===== config.mk =====
export PLATFORM = sky130hd
export DESIGN_NAME = mmul_seq_flat
export DESIGN_NICKNAME = d
export VERILOG_FILES = /design/src/rtl/mmul_seq_if.sv /design/src/rtl/mmul_seq.sv /design/src/flat_wrapper.sv
export SDC_FILE = /design/constraint.sdc
export NUM_CORES = 1
export LEC_CHECK = 0
export CORE_AREA = 2 2 75 77
export CTS_CLUSTER_DIAMETER = 60
export DETAILED_ROUTE_END_ITERATION = 8
export DIE_AREA = 0 0 77 79
export PLACE_DENSITY = 0.87
export SLEW_MARGIN = 40
export SYNTH_ARGS = -nofsm -noshare
export SYNTH_HDL_FRONTEND = slang
export SYNTH_SLANG_ARGS = --single-unit

===== constraint.sdc =====
create_clock -name clk -period 2.1 [get_ports clk]
set_input_delay 0.42 -clock clk [delete_from_list [all_inputs] [get_ports clk]]
set_output_delay 0.42 -clock clk [all_outputs]
set_load 0.03 [all_outputs]

===== src/rtl/mmul_seq_if.sv =====
// Host stream port of the modular-multiplier sequencer.
// Operands flow host->sequencer, results sequencer->host.
interface mmul_seq_if #(
  parameter int DW = 16
);
  logic          in_valid;
  logic [DW-1:0] in_data;
  logic          in_ready;
  logic          out_valid;
  logic [DW-1:0] out_data;
  logic          out_ready;

  modport master (
    output in_valid,
    output in_data,
    output out_ready,
    input  in_ready,
    input  out_valid,
    input  out_data
  );

  modport slave (
    input  in_valid,
    input  in_data,
    input  out_ready,
    output in_ready,
    output out_valid,
    output out_data
  );
endinterface


===== src/rtl/mmul_seq.sv =====
// Host-side sequencer: loads A/B/P into the multiplier core,
// runs it with a timeout, then unloads the selected result.
module mmul_seq #(
  parameter int WORDS = 16,
  parameter int DW    = 16,
  parameter int TMO   = 4095
) (
  input  logic          clk,
  input  logic          rst,
  input  logic          start,
  input  logic [1:0]    res_sel,
  mmul_seq_if.slave     host,
  output logic [DW-1:0] mm_datain,
  output logic          mm_loada,
  output logic          mm_loadb,
  output logic          mm_loadp,
  output logic          mm_en,
  output logic          mm_outc,
  output logic          mm_outd,
  output logic          mm_outb,
  input  logic          mm_rdy,
  input  logic [DW-1:0] mm_regcout,
  input  logic [DW-1:0] mm_regdout,
  input  logic [DW-1:0] mm_regbout,
  input  logic [1:0]    mm_cflag,
  output logic          busy,
  output logic          done,
  output logic          err,
  output logic [1:0]    cflag
);

  localparam int WW = (WORDS > 1) ? $clog2(WORDS) : 1;
  localparam logic [WW-1:0] W_LAST = WW'(WORDS - 1);
  localparam logic [11:0]   T_LAST = 12'(TMO - 1);

  typedef enum logic [2:0] {
    IDLE, LDA, LDB, LDP, RUN, UNLD, DONE
  } state_t;

  state_t        state, state_n;
  logic [WW-1:0] wcnt, wcnt_n, wcnt_inc;
  logic [11:0]   tcnt, tcnt_n;
  logic [1:0]    sel, sel_n, cflag_n;
  logic          err_n, w_last;
  logic          sel_c, sel_d, sel_b;

  assign w_last   = (wcnt == W_LAST);
  assign wcnt_inc = w_last ? '0 : wcnt + 1'b1;
  assign busy     = (state != IDLE);

  // Reserved select code falls back to C.
  always_comb begin
    sel_c = 1'b0;
    sel_d = 1'b0;
    sel_b = 1'b0;
    unique case (1'b1)
      (sel == 2'd1): sel_d = 1'b1;
      (sel == 2'd2): sel_b = 1'b1;
      default:       sel_c = 1'b1;
    endcase
  end

  always_comb begin
    host.out_data = mm_regcout;
    if (sel_d) host.out_data = mm_regdout;
    if (sel_b) host.out_data = mm_regbout;
  end

  always_comb begin
    state_n        = state;
    wcnt_n         = wcnt;
    tcnt_n         = tcnt;
    sel_n          = sel;
    err_n          = err;
    cflag_n        = cflag;
    host.in_ready  = 1'b0;
    host.out_valid = 1'b0;
    mm_datain      = '0;
    mm_loada       = 1'b0;
    mm_loadb       = 1'b0;
    mm_loadp       = 1'b0;
    mm_en          = 1'b0;
    mm_outc        = 1'b0;
    mm_outd        = 1'b0;
    mm_outb        = 1'b0;
    done           = 1'b0;
    unique case (state)
      IDLE: begin
        if (start) begin
          sel_n   = res_sel;
          err_n   = 1'b0;
          wcnt_n  = '0;
          state_n = LDA;
        end
      end
      LDA, LDB, LDP: begin
        host.in_ready = 1'b1;
        mm_datain     = host.in_data;
        mm_loada      = (state == LDA) && host.in_valid;
        mm_loadb      = (state == LDB) && host.in_valid;
        mm_loadp      = (state == LDP) && host.in_valid;
        if (host.in_valid) begin
          wcnt_n = wcnt_inc;
          if (w_last) begin
            tcnt_n  = '0;
            state_n = (state == LDA) ? LDB :
                      (state == LDB) ? LDP : RUN;
          end
        end
      end
      RUN: begin
        mm_en  = 1'b1;
        tcnt_n = tcnt + 12'd1;
        if (mm_rdy) begin
          cflag_n = mm_cflag;
          wcnt_n  = '0;
          state_n = UNLD;
        end else if (tcnt == T_LAST) begin
          err_n   = 1'b1;
          state_n = IDLE;
        end
      end
      UNLD: begin
        host.out_valid = 1'b1;
        if (host.out_ready) begin
          mm_outc = sel_c;
          mm_outd = sel_d;
          mm_outb = sel_b;
          wcnt_n  = wcnt_inc;
          if (w_last) state_n = DONE;
        end
      end
      DONE: begin
        done    = 1'b1;
        state_n = IDLE;
      end
      default: state_n = IDLE;
    endcase
  end

  always_ff @(posedge clk or negedge rst) begin
    if (!rst) begin
      state <= IDLE;
      wcnt  <= '0;
      tcnt  <= '0;
      sel   <= '0;
      err   <= 1'b0;
      cflag <= '0;
    end else begin
      state <= state_n;
      wcnt  <= wcnt_n;
      tcnt  <= tcnt_n;
      sel   <= sel_n;
      err   <= err_n;
      cflag <= cflag_n;
    end
  end

endmodule


===== src/flat_wrapper.sv =====
// flat-port wrapper written by rule: the top's interface ports become plain ports
module mmul_seq_flat 
#(
  parameter int WORDS = 16,
  parameter int DW    = 16,
  parameter int TMO   = 4095
)
  (clk, rst, start, res_sel, mm_datain, mm_loada, mm_loadb, mm_loadp, mm_en, mm_outc, mm_outd, mm_outb, mm_rdy, mm_regcout, mm_regdout, mm_regbout, mm_cflag, busy, done, err, cflag, host_in_valid, host_in_data, host_out_ready, host_in_ready, host_out_valid, host_out_data);
  mmul_seq_if #(.DW(DW)) host_i ();
  input  logic clk;
  input  logic rst;
  input  logic start;
  input  logic [1:0] res_sel;
  output logic [DW-1:0] mm_datain;
  output logic mm_loada;
  output logic mm_loadb;
  output logic mm_loadp;
  output logic mm_en;
  output logic mm_outc;
  output logic mm_outd;
  output logic mm_outb;
  input  logic mm_rdy;
  input  logic [DW-1:0] mm_regcout;
  input  logic [DW-1:0] mm_regdout;
  input  logic [DW-1:0] mm_regbout;
  input  logic [1:0] mm_cflag;
  output logic busy;
  output logic done;
  output logic err;
  output logic [1:0] cflag;
  input wire logic [$bits(host_i.in_valid)-1:0] host_in_valid;
  input wire logic [$bits(host_i.in_data)-1:0] host_in_data;
  input wire logic [$bits(host_i.out_ready)-1:0] host_out_ready;
  output wire logic [$bits(host_i.in_ready)-1:0] host_in_ready;
  output wire logic [$bits(host_i.out_valid)-1:0] host_out_valid;
  output wire logic [$bits(host_i.out_data)-1:0] host_out_data;
  assign host_i.in_valid = host_in_valid;
  assign host_i.in_data = host_in_data;
  assign host_i.out_ready = host_out_ready;
  assign host_in_ready = host_i.in_ready;
  assign host_out_valid = host_i.out_valid;
  assign host_out_data = host_i.out_data;
  mmul_seq #(.WORDS(WORDS), .DW(DW), .TMO(TMO)) u_core (.clk(clk), .rst(rst), .start(start), .res_sel(res_sel), .host(host_i), .mm_datain(mm_datain), .mm_loada(mm_loada), .mm_loadb(mm_loadb), .mm_loadp(mm_loadp), .mm_en(mm_en), .mm_outc(mm_outc), .mm_outd(mm_outd), .mm_outb(mm_outb), .mm_rdy(mm_rdy), .mm_regcout(mm_regcout), .mm_regdout(mm_regdout), .mm_regbout(mm_regbout), .mm_cflag(mm_cflag), .busy(busy), .done(done), .err(err), .cflag(cflag));
endmodule

## Yosys cells after proc, flatten, opt, wreduce, memory -nomap -nowiden

Index checks and enable logic that the tools add are counted.

| word-level totals | value |
|---|---|
| flip-flop bits (word level) | 24 |
| input port bits | 74 |
| output and inout bits | 46 |
| word-level logic and storage cells | 85 |

| operators by class | value |
|---|---|
| add/sub/neg operators | 2 |
| eq/ne operators | 19 |
| multiplexer cells | 42 |
| reductions and logical operators | 16 |

Operators with widths:

| kind | count |
|---|---|
| $mux W16 | 3 |
| $mux W3 | 9 |
| $mux W12 | 2 |
| $pmux W12 S2 | 1 |
| $mux W4 | 5 |
| $mux W1 | 19 |
| $pmux W4 S4 | 1 |
| $add A12 B1 Y12 const B | 1 |
| $eq A12 B12 Y1 const B | 1 |
| $pmux W3 S4 | 1 |
| $ne A2 B2 Y1 const B | 5 |
| $eq A3 B3 Y1 const B | 3 |
| $eq A3 B2 Y1 const B | 2 |
| $ne A2 B1 Y1 const B | 3 |
| $reduce_and A6 Y1 | 1 |
| $reduce_and A5 Y1 | 1 |
| $add A4 B1 Y4 const B | 1 |
| $eq A4 B4 Y1 const B | 1 |
| $reduce_and A2 Y1 | 2 |
| $reduce_and A4 Y1 | 1 |
| $reduce_bool A2 Y1 | 2 |
| $reduce_bool A4 Y1 | 1 |
| $eq A3 B1 Y1 const B | 1 |
| $logic_and A1 B1 Y1 | 3 |
| 9 further kinds | 9 |

## Depth between registers and ports, before layout

| depth | value |
|---|---|
| depth after elaboration | 6 |
| depth in mapped cells | 7 |
| mapped depth without buffers | 6 |

## Worst setup path before layout

Ideal clock, no wire load.

| path | value |
|---|---|
| kind | register -> output |
| from | reg u_core.sel[1] |
| to | out host_out_data[10] |
| data arrival time | 1806 ps |
| data required time | 1680 ps |
| setup slack | -126 ps |
| stages on the path, launching flop included | 7 |
| path buffers | 2 |
| cells stage by stage | dfrtp_1 > inv_1 > ha_1 > buf_2 > buf_2 > mux2i_1 > o21ai_0 |

| on the way | value |
|---|---|
| cells in the longest elaborated chain, start to end | 4 |
| elaborated cells on any way between the ends | 6 |
| classes of those cells | eq/ne: 2; mux: 4 |

RTL lines:

| item | line | source |
|---|---|---|
| start, declared | mmul_seq.sv:43 | `logic [1:0] sel, sel_n, cflag_n;` |
| start signal, assigned | mmul_seq.sv:153 | `sel <= sel_n;` |
| $eq A2 B1 Y1 | mmul_seq.sv:57 | `(sel == 2'd1): sel_d = 1'b1;` |
| $mux W1 | mmul_seq.sv:56 | `unique case (1'b1)` |
| $mux W16 | mmul_seq.sv:65 | `if (sel_d) host.out_data = mm_regdout;` |
| $mux W16 * | mmul_seq.sv:66 | `if (sel_b) host.out_data = mm_regbout;` |
| end, declared | flat_wrapper.sv:36 | `output wire logic [$bits(host_i.out_data)-1:0] host_out_data;` |

Every way passes the cells marked *; elsewhere a longest branch is shown, timed or not.

## Worst setup path in the final report

| path | value |
|---|---|
| from | reg u_core.sel[1] |
| to | out host_out_data[9] |

Same word-level chain as after synthesis.

==> results.md <==
- **Hold Fails Final Rpt** 0
- **netlist area before placement** 1890 µm²
- **type of the tightest min-delay check** in2async
- **maximum clock frequency** 0.473 GHz
- **clock network fraction of total power** 8.1%
- **clock latency reported for the late side of the worst-skew pair** 0.27 ns
- **Sw Ratio** 48.9%
- **hold slack final** 0.497 ns
- **clock buffers created by TritonCTS** 3
- **proportion of synthesized flip-flops having asynchronous set or reset** 100%
- **GR Overflow Total** 0
- **CTS Buffer Depth** 2
- **DRC viols** 0
- **share of post-route cells with drive strength above 1** 22.4%
- **Yosys warnings** 0
- **number of iterations in the first detailed-routing pass** 4
- **Post-Syn Area per Cell** 8.49 µm²
- **input/output buffers** 119
- **nature of the critical path startpoint** register
- **global routing usage summed across all routing layers** 19.1%
- **cell at the root of the clock tree** clkbuf_8
- **final worst clock skew** 0.0112 ns
- **Max stage delay on crit path** 0.39 ns
- **register bit total from synthesis** 24
- **headroom to the max-slew limit** 67.6%
- **worst-case setup margin in the final layout** -0.0136 ns
- **overall via count from detail_route** 2180
- **slowest library cell on the worst path** dfrtp_1
- **top-level port count** 120
- **area of the core region** 5340 µm²
- **power density of the placed cells** 1190 nW/µm²
- **Comb pwr share** 72.7%
- **CP required** 1.68 ns
- **share of the yosys chip area belonging to registers** 31.7%
- **final period utilization** 101%
- **pins over their slew limit** 0
- **outcome** complete, but fails checks
- **Std-Cell Rows** 27
- **initial detailed-routing violation count** 90
- **dominant synthesized flop cell** dfrtp_1
- **most instantiated library cell after synthesis** nand2_1
- **CTS hold repair buffers** 0
- **detail-routed via count per cell** 5.13
- **share of total power in sequential cells** 19.2%
- **Detailed Place HPWL** 4860 µm
- **Worst Path Class, Setup** reg2out
- **post-layout minimum cycle time** 2.11 ns
- **number of endpoints failing setup at the final stage** 1
- **initial antenna violation count** 0
- **net switching power of the design** 1.88 mW
- **fin util** 60.4%
- **worst voltage drop across the vdd grid** 0.000667 V
- **die boundary width** 77 µm
- **Synth top area share** 31.7%
- **top cells by area in the synthesized netlist** dfrtp_1 (32%), mux2i_1 (8.5%), o21ai_0 (6.3%)
- **wire length of the first global-routing pass** 9580 µm
- **overall die height** 79 µm
- **CP max FO** 8
- **count of cell types in the netlist** 47
- **full die area** 6080 µm²
- **Synth area leader** dfrtp_1
- **initial core utilization** 35.5%
- **Worst Max-Slew Pin Slew** 0.481 ns
- **Sinks on Clock Net** 24
- **number of flops mapped to enable cells by yosys** 0
- **Ant. Diodes** 0
- **crit path capture type** output pin
- **cell types with the highest counts after synthesis** nand2_1 (31), dfrtp_1 (24), o21ai_0 (24)
- **Total Wirelength** 6230 µm
- **critical-path cell list** inv_1 -> ha_2 -> clkbuf_16 -> mux2i_1 -> o21ai_1 -> buf_4
- **clock transition at the registers of the reported paths** 0.09 ns
- **Arr. time, crit path** 1.69 ns
- **Gate Count Post-Synth** 223
- **Layout Area Growth over Synthesis** 70.2%
- **# nets final** 433
- **Lkg Pwr** 1.39 nW
- **setup repair after global routing missed its margin** true
- **violations in the final reports** negative setup slack
- **WL/cell** 14.7 µm
- **number of global-route vias before repair** 2046
- **RD Place Congestion** 0.789
- **pin count of the biggest net entering global routing** 34
- **number of H-tree levels** 1
- **Cell Int Power** 1.97 mW
- **TritonCTS clock tree** built
- **post-route antenna net violation count** 0
- **Synthesized Nets** 302
- **Fill cells** 474
- **total of max-cap violations** 0
flip-flops by register name (all words and copies together), names as in the netlist:
signal	count
u_core.tcnt	12
u_core.wcnt	4
u_core.state	3
u_core.cflag	2
u_core.sel	2
u_core.err	1
worst max-delay path, delay by kind of cell (launching register included):
kind                       cells  cell delay, ns
muxes                          1            0.28
DFF                            1            0.39
adders and majority gates      1            0.23
AOI/OAI and AO/OA              1            0.09
buffers and inverters          3            0.43
timing repair:
item / 4_1_cts / 5_1_grt
buffers inserted: 0 / 0
cloned: 0 / 1
gates resized for setup: 3 / 1
setup endpoints to repair: 3 / 5
layout by cell type (no fill, tap or decap), types with 6 or more instances in the layout:
master and count:
buf_4 56, clkdlybuf4s50_1 76, nand3_1 8, nand2_1 31, o31ai_1 6, dfrtp_1 24
a21oi_1 10, or4_1 6, and2_1 17, mux2i_1 16, o21ai_0 15, o21ai_1 9
nor2_1 7
stage by stage:
stage	cell area [µm²]	TNS, ns	setup slack, ns	power [mW]	cells
floorplan	1890	0	0.0980	2.49	223
global placement	3140	0	0.0105	3.44	420
detailed placement	3140	-0.376	-0.107	3.49	420
CTS	3190	0	0.0726	3.80	424
global route	3220	-0.165	-0.0910	4.09	425
finish	3220	-0.0136	-0.0136	3.85	425
path summary, 6_finish.rpt:
path                       depth (start not counted)  slack [ns]          endpoint            start
max                                                6       -0.01  host_out_data[9]    u_core.sel[1]
min                                                2        0.50   u_core.tcnt[11]              rst
max reg2reg                                        5        0.26    u_core.tcnt[9]   u_core.wcnt[0]
min reg2reg                                        1        0.51   u_core.cflag[0]  u_core.cflag[0]
max in group asynchronous                          2        1.36    u_core.tcnt[5]              rst
min in group clk                                   1        0.51   u_core.cflag[0]  u_core.cflag[0]
final cells by class:
cell class | count | area [µm²] | area share [%]
Clock buffer | 4 | 55.1 | 1.71
Inverter | 6 | 22.5 | 0.699
Multi-Input combinational cell | 182 | 1200 | 37.3
Sequential cell | 24 | 601 | 18.6
Tap cell | 72 | 90.1 | 2.80
Timing Repair Buffer | 137 | 1250 | 38.9
metal layers:
layer	GRT usage (%)	wire length, µm	vias up
met3	4.89	557	6
met4	1.61	38	0
li1	-	-	1069
met5	0	0	-
met2	36.6	3240	93
met1	22.3	2390	1012
power groups by stage:
stage | logic, mW | registers, mW | clock network, mW
final | 2.80 | 0.739 | 0.312
after floorplan | 1.73 | 0.758 | 0
after global placement | 2.71 | 0.734 | 0
after detailed placement | 2.75 | 0.745 | 0
after global routing | 2.99 | 0.763 | 0.337
after CTS | 2.74 | 0.736 | 0.321
cell families (layout without fill, tap and decap cells):
family,count (synthesis),after routing,synth area share (%)
compound gates,55,55,18.4
xor+xnor,1,1,0.463
fa+ha+maj,5,5,3.30
buf+inv,17,147,4.96
flops,24,24,31.7
mux,19,19,10.4
simple gates,102,102,30.7
No activity file was read; power rests on OpenSTA's default activity.
